File: src/rtl/jt49_pcm_out.sv
// PSG mix to PCM converter: block-averages the 10-bit unsigned mix, removes
// the DC level with a leaky estimator and queues signed 16-bit samples in a
// small FIFO for a ready/valid consumer.
module jt49_pcm_out #(
   parameter int AVG_LOG2 = 3,
   parameter int DC_SHIFT = 8
) (
   input  logic        clk,
   input  logic        rst_n,
   input  logic        cen,
   input  logic [9:0]  din,
   output logic [15:0] pcm,
   output logic        pcm_valid,
   input  logic        pcm_ready,
   output logic        ovf,
   input  logic        clr_ovf
);

   localparam int AW = 10 + AVG_LOG2;
   localparam int DW = 10 + DC_SHIFT;

   logic [AW-1:0]       acc;
   logic [AW-1:0]       acc_sum;
   logic [AVG_LOG2-1:0] cnt;
   logic                last;
   logic [9:0]          avg;
   logic                avg_stb;

   logic [DW-1:0]       dc;
   logic [DW-1:0]       dc_next;
   logic [9:0]          dc_est;
   logic [10:0]         s;
   logic [15:0]         push_data;

   logic [15:0]         mem [4];
   logic [1:0]          wr_ptr;
   logic [1:0]          rd_ptr;
   logic [2:0]          count;
   logic                full;
   logic                pop;
   logic                push_ok;
   logic                drop;

   // the final sample of a block is added in the same cycle it is divided
   assign acc_sum = acc + AW'(din);
   assign last    = (cnt == {AVG_LOG2{1'b1}});

   // block accumulator; avg_stb pulses for one clk when a block completes
   always_ff @(posedge clk or negedge rst_n) begin
      if (!rst_n) begin
         acc     <= '0;
         cnt     <= '0;
         avg     <= '0;
         avg_stb <= 1'b0;
      end else begin
         avg_stb <= 1'b0;
         if (cen) begin
            if (last) begin
               avg     <= acc_sum[AW-1:AVG_LOG2];
               acc     <= '0;
               cnt     <= '0;
               avg_stb <= 1'b1;
            end else begin
               acc <= acc_sum;
               cnt <= cnt + AVG_LOG2'(1);
            end
         end
      end
   end

   // both operands are at most 10 bits, so the difference always fits 11 bits signed
   assign dc_est    = dc[DW-1:DC_SHIFT];
   assign s         = {1'b0, avg} - {1'b0, dc_est};
   assign push_data = {s, 5'b0};
   assign dc_next   = dc + DW'(avg) - DW'(dc_est);

   // leaky DC estimator, advanced once per averaged sample
   always_ff @(posedge clk or negedge rst_n) begin
      if (!rst_n) begin
         dc <= '0;
      end else if (avg_stb) begin
         dc <= dc_next;
      end
   end

   assign full      = (count == 3'd4);
   assign pcm_valid = (count != 3'd0);
   assign pop       = pcm_valid & pcm_ready;
   // a pop on the same edge frees the slot, so a full FIFO can still accept
   assign push_ok   = avg_stb & (~full | pop);
   assign drop      = avg_stb & full & ~pop;
   assign pcm       = pcm_valid ? mem[rd_ptr] : 16'd0;

   // FIFO storage; contents are don't-care while empty since pcm is gated
   always_ff @(posedge clk) begin
      if (push_ok) begin
         mem[wr_ptr] <= push_data;
      end
   end

   // FIFO pointers and occupancy
   always_ff @(posedge clk or negedge rst_n) begin
      if (!rst_n) begin
         wr_ptr <= '0;
         rd_ptr <= '0;
         count  <= '0;
      end else begin
         if (push_ok) begin
            wr_ptr <= wr_ptr + 2'd1;
         end
         if (pop) begin
            rd_ptr <= rd_ptr + 2'd1;
         end
         case ({push_ok, pop})
            2'b10:   count <= count + 3'd1;
            2'b01:   count <= count - 3'd1;
            default: count <= count;
         endcase
      end
   end

   // sticky overflow; a drop wins over a coincident clear
   always_ff @(posedge clk or negedge rst_n) begin
      if (!rst_n) begin
         ovf <= 1'b0;
      end else if (drop) begin
         ovf <= 1'b1;
      end else if (clr_ovf) begin
         ovf <= 1'b0;
      end
   end

endmodule

File: config.mk
export PLATFORM = sky130hd
export DESIGN_NAME = jt49_pcm_out
export DESIGN_NICKNAME = d
export VERILOG_FILES = /design/src/rtl/jt49_pcm_out.sv
export SDC_FILE = /design/constraint.sdc
export NUM_CORES = 1
export LEC_CHECK = 0
export ABC_AREA = 1
export CORE_UTILIZATION = 36
export DETAILED_ROUTE_END_ITERATION = 12
export PLACE_DENSITY = 0.62
export RECOVER_POWER = 100
export SKIP_LAST_GASP = 1
export SLEW_MARGIN = 5
export SYNTH_ARGS = -nofsm -noshare
export SYNTH_HDL_FRONTEND = slang
export SYNTH_SLANG_ARGS = --single-unit
File: constraint.sdc
create_clock -name clk -period 3.6 [get_ports clk]
set_input_delay 0.54 -clock clk [delete_from_list [all_inputs] [get_ports clk]]
set_output_delay 0.54 -clock clk [all_outputs]
set_load 0.1 [all_outputs]
Word level (Yosys, flattened, before mapping)
Memories as Yosys holds them, arrays and structs flattened.
Cells that the tools add are included.

word-level totals
  register bits after elaboration = 53
  RAM bits = 44
  bits of input ports = 15
  output and inout port bits = 18
  word-level logic and storage cells = 44
  memories = 1

operators by class
  add/sub/neg operators = 9
  eq/ne operators = 4
  muxes and demuxes = 10
  bitwise operators = 7
  reduce and logical (&&, ||, !) cells = 4

memories
  name  depth  width  read ports  clocked after Yosys merged registers in  wr ports  RTL line  source
  mem   4      11     1           0                                        1         35        logic [15:0] mem [4];

operators by type and width
  operator                                              number
  adder 18 x 10 -> 18 bit                               1
  subtractor 18 x 10 -> 18 bit                          1
  two-way mux 16 bit                                    1
  adder 13 x 10 -> 13 bit                               1
  two-way mux 13 bit                                    1
  subtractor 10 x 10 -> 11 bit                          1
  adder 3 x 1 -> 3 bit (second input constant)          2
  equality test 3 bit (second input constant)           2
  two-way mux 1 bit                                     6
  case mux 3 bit (2 select lines)                       1
  adder 2 x 1 -> 2 bit (second input constant)          2
  bitwise AND 1 bit                                     4
  nonzero test 2 bit                                    2
  two-way mux 3 bit                                     1
  nonzero test 3 bit                                    1
  subtractor 3 x 1 -> 3 bit (second input constant)     1
  equality test 2 x 1 -> 1 bit (second input constant)  1
  equality test 2 bit (second input constant)           1
  inverter 1 bit                                        2
  AND reduction 2 bit                                   1
  bitwise OR 1 bit                                      1

Depth between registers and ports, before layout
Gate-level depths: netlist of the first run.

  word-level depth = 6
  depth in mapped cells = 15
  depth with buffers taken out = 15

Worst setup path after synthesis of the first run
Ideal clock, no wire load.

  path type = register to output
  from = register count[0]
  to = output port pcm[10]
  arrival time = 2.943 ns
  required time = 3.060 ns
  setup slack = 0.117 ns
  cell stages (with the launch flop) = 6
  path buffers = 1
  cells stage by stage = dfrtp_1 > nor2_1 > nand2_1 > inv_1 > clkbuf_1 > a21oi_1

between the ends
  cells in the longest elaborated chain, start to end = 2

RTL lines
  what                    RTL line  source
  start, declared         38        logic [2:0] count;
  start signal, assigned  115       2'b10: count <= count + 3'd1;
  start signal, assigned  116       2'b01: count <= count - 3'd1;
  start signal, assigned  117       default: count <= count;
  nonzero test 3 bit      87        assign pcm_valid = (count != 3'd0);
  named net pcm_valid     13        output logic pcm_valid,
  two-way mux 16 bit      92        assign pcm = pcm_valid ? mem[rd_ptr] : 16'd0;
  end, declared           12        output logic [15:0] pcm,

The timed path passes the listed nets, and every way through them passes these cells.

Worst setup path in the final report of the first run
  from = register rd_ptr[0]
  to = output port pcm[12]

between the ends
  cells in the longest elaborated chain, start to end = 2

RTL lines
  what                      RTL line  source
  start, declared           37        logic [1:0] rd_ptr;
  start signal, assigned    112       rd_ptr <= rd_ptr + 2'd1;
  memory read (4 x 11 bit)  --
  two-way mux 16 bit        92

Every way passes these cells.

==> metrics, run 1 <==
synthesized area per cell=8.23 µm²; WL/cell=about 13 µm; Port Buf Inserts=27; initial antenna violation count=0; DR iter-0 viols=~320; CP Class=reg2out; vias in the first global route=4510; Max H-tree Level=3; final max-slew violation count=44; fmax=326 MHz; Worst setup SP type=flop; commonest non-fill, non-tap cells in the layout=nand2_1 (178), inv_1 (110), nor2_1 (86); layout net count=841; Clk Latency, worst-skew pair=0.35 ns; CTS sink count=between 90 and 100; outcome=complete, but fails checks; clk root buf=clkbuf_16; Final HPWL DP=10000 µm; worst min path class=reg2reg; largest cells by area after synthesis=dfrtp_1 (22%), edfxtp_1 (22%), nand2_1 (11%); Synth Instances=743; Gates resized, CTS repair=0; core area=0.0166 mm²; Post-synth EDFFs=44; Chip Width=132 µm; drt pass-1 iters=5; Final Hold Violating Endpoints=0; area leader, netlist=dfrtp_1; number of hold buffers added after cts=0; number of diodes=0; Starting Density=36.9%; failing checks=capacitance limit, slew limit; CTS tree=yes; Ports=33; Worst EP required=3.06 ns; gr usage total=16.5%; post-CTS setup buffers=0; final setup vio count=0; HP Start=cnt[2]; via count=4695; max-cap viol count=1; final RePlAce weighted congestion=approximately 0.9; reg2reg start=dc[8]; worst-path fanout max=25; vias per cell=4.73; GR Overflow Total=0; Netlist cell types=35; arrival time worst endpoint=2.53 ns; async set-or-reset flop fraction in the synthesized netlist=54.6%; synth warn=0; Period minus WS final=around 3.1 ns; Relative slew margins=-60.6%; Yosys reg bits=97; Post-Route WL=13200 µm; largest net degree at the start of global routing=44; Worst-path clk slew=0.07 ns; first-pass GRT wire length=22700 µm; CTS buffer count=9; remaining antenna violation count=0; sequential element share of the synthesized area=43.3%; Worst-Margin Slew=2.41 ns; unrepaired setup endpoints after global routing=false; CP Capture Type=output pin; setup TNS=0 ns; Filler cells=1719; die area=around 0.018 mm²; worst-case clock skew=approximately 0.0055 ns; Mapped Area=0.00612 mm²; most common cell after layout, fill and taps aside=nand2_1; share of the synthesized area in the top cell type=21.7%; layout cells sized above 1=3.75%; clock tree buffer depth=2; top_reg_cell synth=dfrtp_1; chip height=132 µm; crit share post-route=between 80% and 90%; Site Rows=47; Worst setup startpoint=rd_ptr[0]; Area Overhead vs Synth=11.4%; DRC=0
-- worst paths after layout --
path | endpoint | slack [ns] | depth (start not counted)
max in group asynchronous | dc[13] | 1.20 | 2
worst max register to register | dc[17] | 1.12 | 13
worst min-delay path | cnt[2] | 0.48 | 2
min in group asynchronous | cnt[2] | 0.92 | 1
worst max-delay path | pcm[12] | 0.53 | 4
worst min register to register | cnt[2] | 0.48 | 2
-- state kept, by name, summed over array words and instances (netlist names) --
register	cells
avg_stb	1
avg	10
rd_ptr	2
dc	18
cnt	3
wr_ptr	2
mem	44
acc	13
ovf	1
count	3
-- synth_stat cells, types with 6 or more instances --
| master | n |
|---|---|
| nand3b_1 | 7 |
| fa_1 | 13 |
| xnor2_1 | 10 |
| edfxtp_1 | 44 |
| o22ai_1 | 6 |
| clkbuf_1 | 8 |
| a21oi_1 | 36 |
| ha_1 | 45 |
| o21ai_1 | 7 |
| nor2_1 | 85 |
| inv_1 | 109 |
| xor2_1 | 14 |
| o21ai_0 | 53 |
| nand3_1 | 39 |
| nand2_1 | 178 |
| dfrtp_1 | 53 |
-- logic make-up (layout without fill, tap and decap cells) --
family / count (synthesis) / count (layout) / synth area share, %
AOI/OAI and AO/OA: 111 / 111 / 9.59
xor gates and xnor gates: 24 / 24 / 3.44
and+or+nand+nor: 323 / 323 / 21.7
other: 1 / 5 / 0.0613
adders and majority gates: 58 / 58 / 13.5
buffers and inverters: 129 / 155 / 8.45
DFF: 97 / 97 / 43.3
-- metrics by stage --
stage	instances	cell area, µm²	setup slack, ns	utilization [%]	hold WS [ns]
finish	993	6820	0.530	41.1	0.484
global route	993	6820	0.274	41.1	0.503
CTS	993	6850	0.729	41.3	0.384
detailed placement	977	6560	1.08	39.5	0.472
global placement	977	6560	1.10	39.5	0.459
floorplan	747	6130	0.117	-	0.244
-- per-layer routing --
layer / GRT usage [%] / wire length [µm]
met5: 0 / 0
met4: 3.45 / 103
met3: 3.50 / 523
met2: 25.6 / 5790
met1: 23.5 / 6760
-- cell type report --
class                   count  area [µm²]  share of cell area [%]
repair buffers             29         241                    3.54
well taps                 220         275                    4.04
clock inverters             7        66.3                   0.973
multi-input cells         521        2950                    43.2
inverters                 110         413                    6.06
flip-flops and latches     97        2650                    38.8
clock buffers               9         225                    3.30
-- critical path, stage by stage, from the launching register on --
cell and delay [ns]:
dfrtp_1 0.86, inv_1 0.52, o21ai_0 0.29, a21oi_1 0.10
clkbuf_2 0.39
Power of run 1 is left out: the tool's default activity adds up to more than one toggle a clock period on the data nets, which glitch-free logic cannot reach.
==> run 2: changes to the inputs <==
==> constraint.sdc (replaced) <==
create_clock -name clk -period 3.6 [get_ports clk]
set_input_delay 0.72 -clock clk [delete_from_list [all_inputs] [get_ports clk]]
set_output_delay 0.72 -clock clk [all_outputs]
set_load 0.1 [all_outputs]
==> run 2 against run 1 <==
Effect of this change:
- the flow now finishes without violations
- via count increased by 0.98%
- utilization shrank 0.053 points
- sequential share of layout area about the same
- critical path depth increased by 1
- global-route usage shrank 0.16 points
- wire length about the same
- largest cell class unchanged
==> metrics, run 2 (synthesis gave the netlist of run 1 again) <==
outcome=completed; Post-Route WL=13200 µm (about the same); first-pass GRT wire length=22400 µm (-1.5%); Chip Width=132 µm (unchanged); slowest CP cell=dfrtp_1; Worst-path clk slew=0.07 ns (about the same); unrepaired setup endpoints after global routing=false; Largest Register=mem; final setup vio count=0 (unchanged); GR peak layer=met2; Starting Density=36.9% (unchanged); arrival time worst endpoint=2.26 ns (-0.27 ns); gr usage total=16.3% (-0.16 points); Worst setup SP type=flop; max-cap viol count=0 (-1); fmax=336 MHz (+3.0%); M3 GR Usage=3.73% (+0.23 points); DRC=0 (unchanged); clock tree buffer depth=2 (unchanged); initial antenna violation count=0 (unchanged); Period minus WS final=2.98 ns (-0.0899 ns); Largest stage delay, worst path=0.62 ns (-0.24 ns); crit-path leading delay family=buffers and inverters; largest net degree at the start of global routing=24 (-45%); number of diodes=0 (unchanged); clk root buf=clkbuf_16; CTS buffer count=9 (unchanged); Final HPWL DP=9910 µm (-1.2%); final RePlAce weighted congestion=0.892 (+1.3%); most common cell after layout, fill and taps aside=nand2_1; crit share post-route=82.8% (-2.5 points); CP Capture Type=output pin; layout cells sized above 1=3.98% (+0.23 points); Area Overhead vs Synth=11.3%; via count=4741 (+0.98%); critical-path cell list=inv_1, nor2_1, o21ai_0, a21oi_1, clkbuf_2; vias in the first global route=4477 (-0.73%); Relative slew margins=18.3% (+79 points); Ports=33 (unchanged); Largest regs=mem: 44 flops, dc: 18 flops, acc: 13 flops; Worst-Margin Slew=1.23 ns (-1.18 ns); drt pass-1 iters=5 (unchanged); worst-path fanout max=12 (-52%); Max H-tree Level=3 (unchanged); commonest non-fill, non-tap cells in the layout=nand2_1 (178), inv_1 (109), nor2_1 (86); CP Class=reg2out; Worst EP required=2.88 ns (-0.18 ns); chip height=132 µm (unchanged); buffers plus inverters on the worst setup path=2 (unchanged); GR Util met2=25.3% (-0.23 points); routing usage on met1=22.7% (-0.83 points); worst min path class=reg2reg; max reg flops=44 (unchanged); WL/cell=13.2 µm (-0.63%); Site Rows=47 (unchanged); Gates resized, CTS repair=0 (unchanged); Clk Latency, worst-skew pair=0.36 ns (about the same); Port Buf Inserts=27 (unchanged); CTS tree=yes; worst-case clock skew=0.00637 ns (+0.000830 ns); vias per cell=4.75 (+0.37%); GR Overflow Total=0 (unchanged); die area=0.0175 mm² (unchanged); layout net count=847 (+0.71%); core area=0.0166 mm² (unchanged); remaining antenna violation count=0 (unchanged); final max-slew violation count=0 (-100%); CTS sink count=97 (unchanged); DR iter-0 viols=270 (-15%); Design Area, Final=0.00681 mm² (-0.13%); Final Hold Violating Endpoints=0 (unchanged); number of hold buffers added after cts=0 (unchanged); Post-DP Area=0.00660 mm² (+0.65%); post-CTS setup buffers=0 (unchanged)
## run 2: changes by cell type in the layout (fill, tap and decap cells not counted), sizes merged
cell and delta:
inv -1, clkinv +1, buf -9, clkbuf +16, dlygate4sd3 -1
## run 2: cell type report
| class | instances | area, µm² |
|---|---|---|
| Fill cell | 1717 | 9780 |
| Sequential cell | 97 | 2650 |
| Clock inverter | 7 | 62.6 |
| Inverter | 110 | 413 |
| Tap cell | 220 | 275 |
| Timing Repair Buffer | 35 | 236 |
| Clock buffer | 9 | 225 |
| Multi-Input combinational cell | 521 | 2950 |
## run 2: path summary, 6_finish.rpt
path,startpoint,cells past startpoint,slack (ns),to
min in group asynchronous,rst_n,1,0.60,acc[9]
hold reg to reg,cnt[2],2,0.48,cnt[2]
hold / removal,cnt[2],2,0.48,cnt[2]
setup / recovery,rd_ptr[1],5,0.62,pcm[9]
setup reg to reg,avg[3],14,1.08,dc[13]
max in group asynchronous,rst_n,2,1.48,wr_ptr[1]
## run 2: routing by layer
metal / routed length, µm / part of all wire [%] / vias up
met5: 0 / 0 / -
met4: 199 / 1.5 / 0
met3: 512 / 3.9 / 13
met2: 5780 / 44 / 90
met1: 6680 / 51 / 2189
li1: - / - / 2449
## run 2: tightest hold or removal path, delay by kind of cell (launching register included)
| kind | cells | cell delay [ns] |
|---|---|---|
| and+or+nand+nor | 2 | 0.10 |
| DFF | 1 | 0.35 |
## run 2: through the flow
stage / hold slack, ns / setup slack, ns / instances / setup TNS [ns] / utilization, %
6_report: 0.480 / 0.619 / 999 / 0 / 41.0
5_1_grt: 0.525 / 0.400 / 999 / 0 / 41.0
4_1_cts: 0.347 / 0.706 / 999 / 0 / 41.5
3_5_place_dp: 0.469 / 0.919 / 983 / 0 / 39.8
3_3_place_gp: 0.461 / 0.944 / 983 / 0 / 39.8
2_1_floorplan: 0.424 / -0.0634 / 747 / -0.634 / -
Power of run 2 is left out for the same reason.
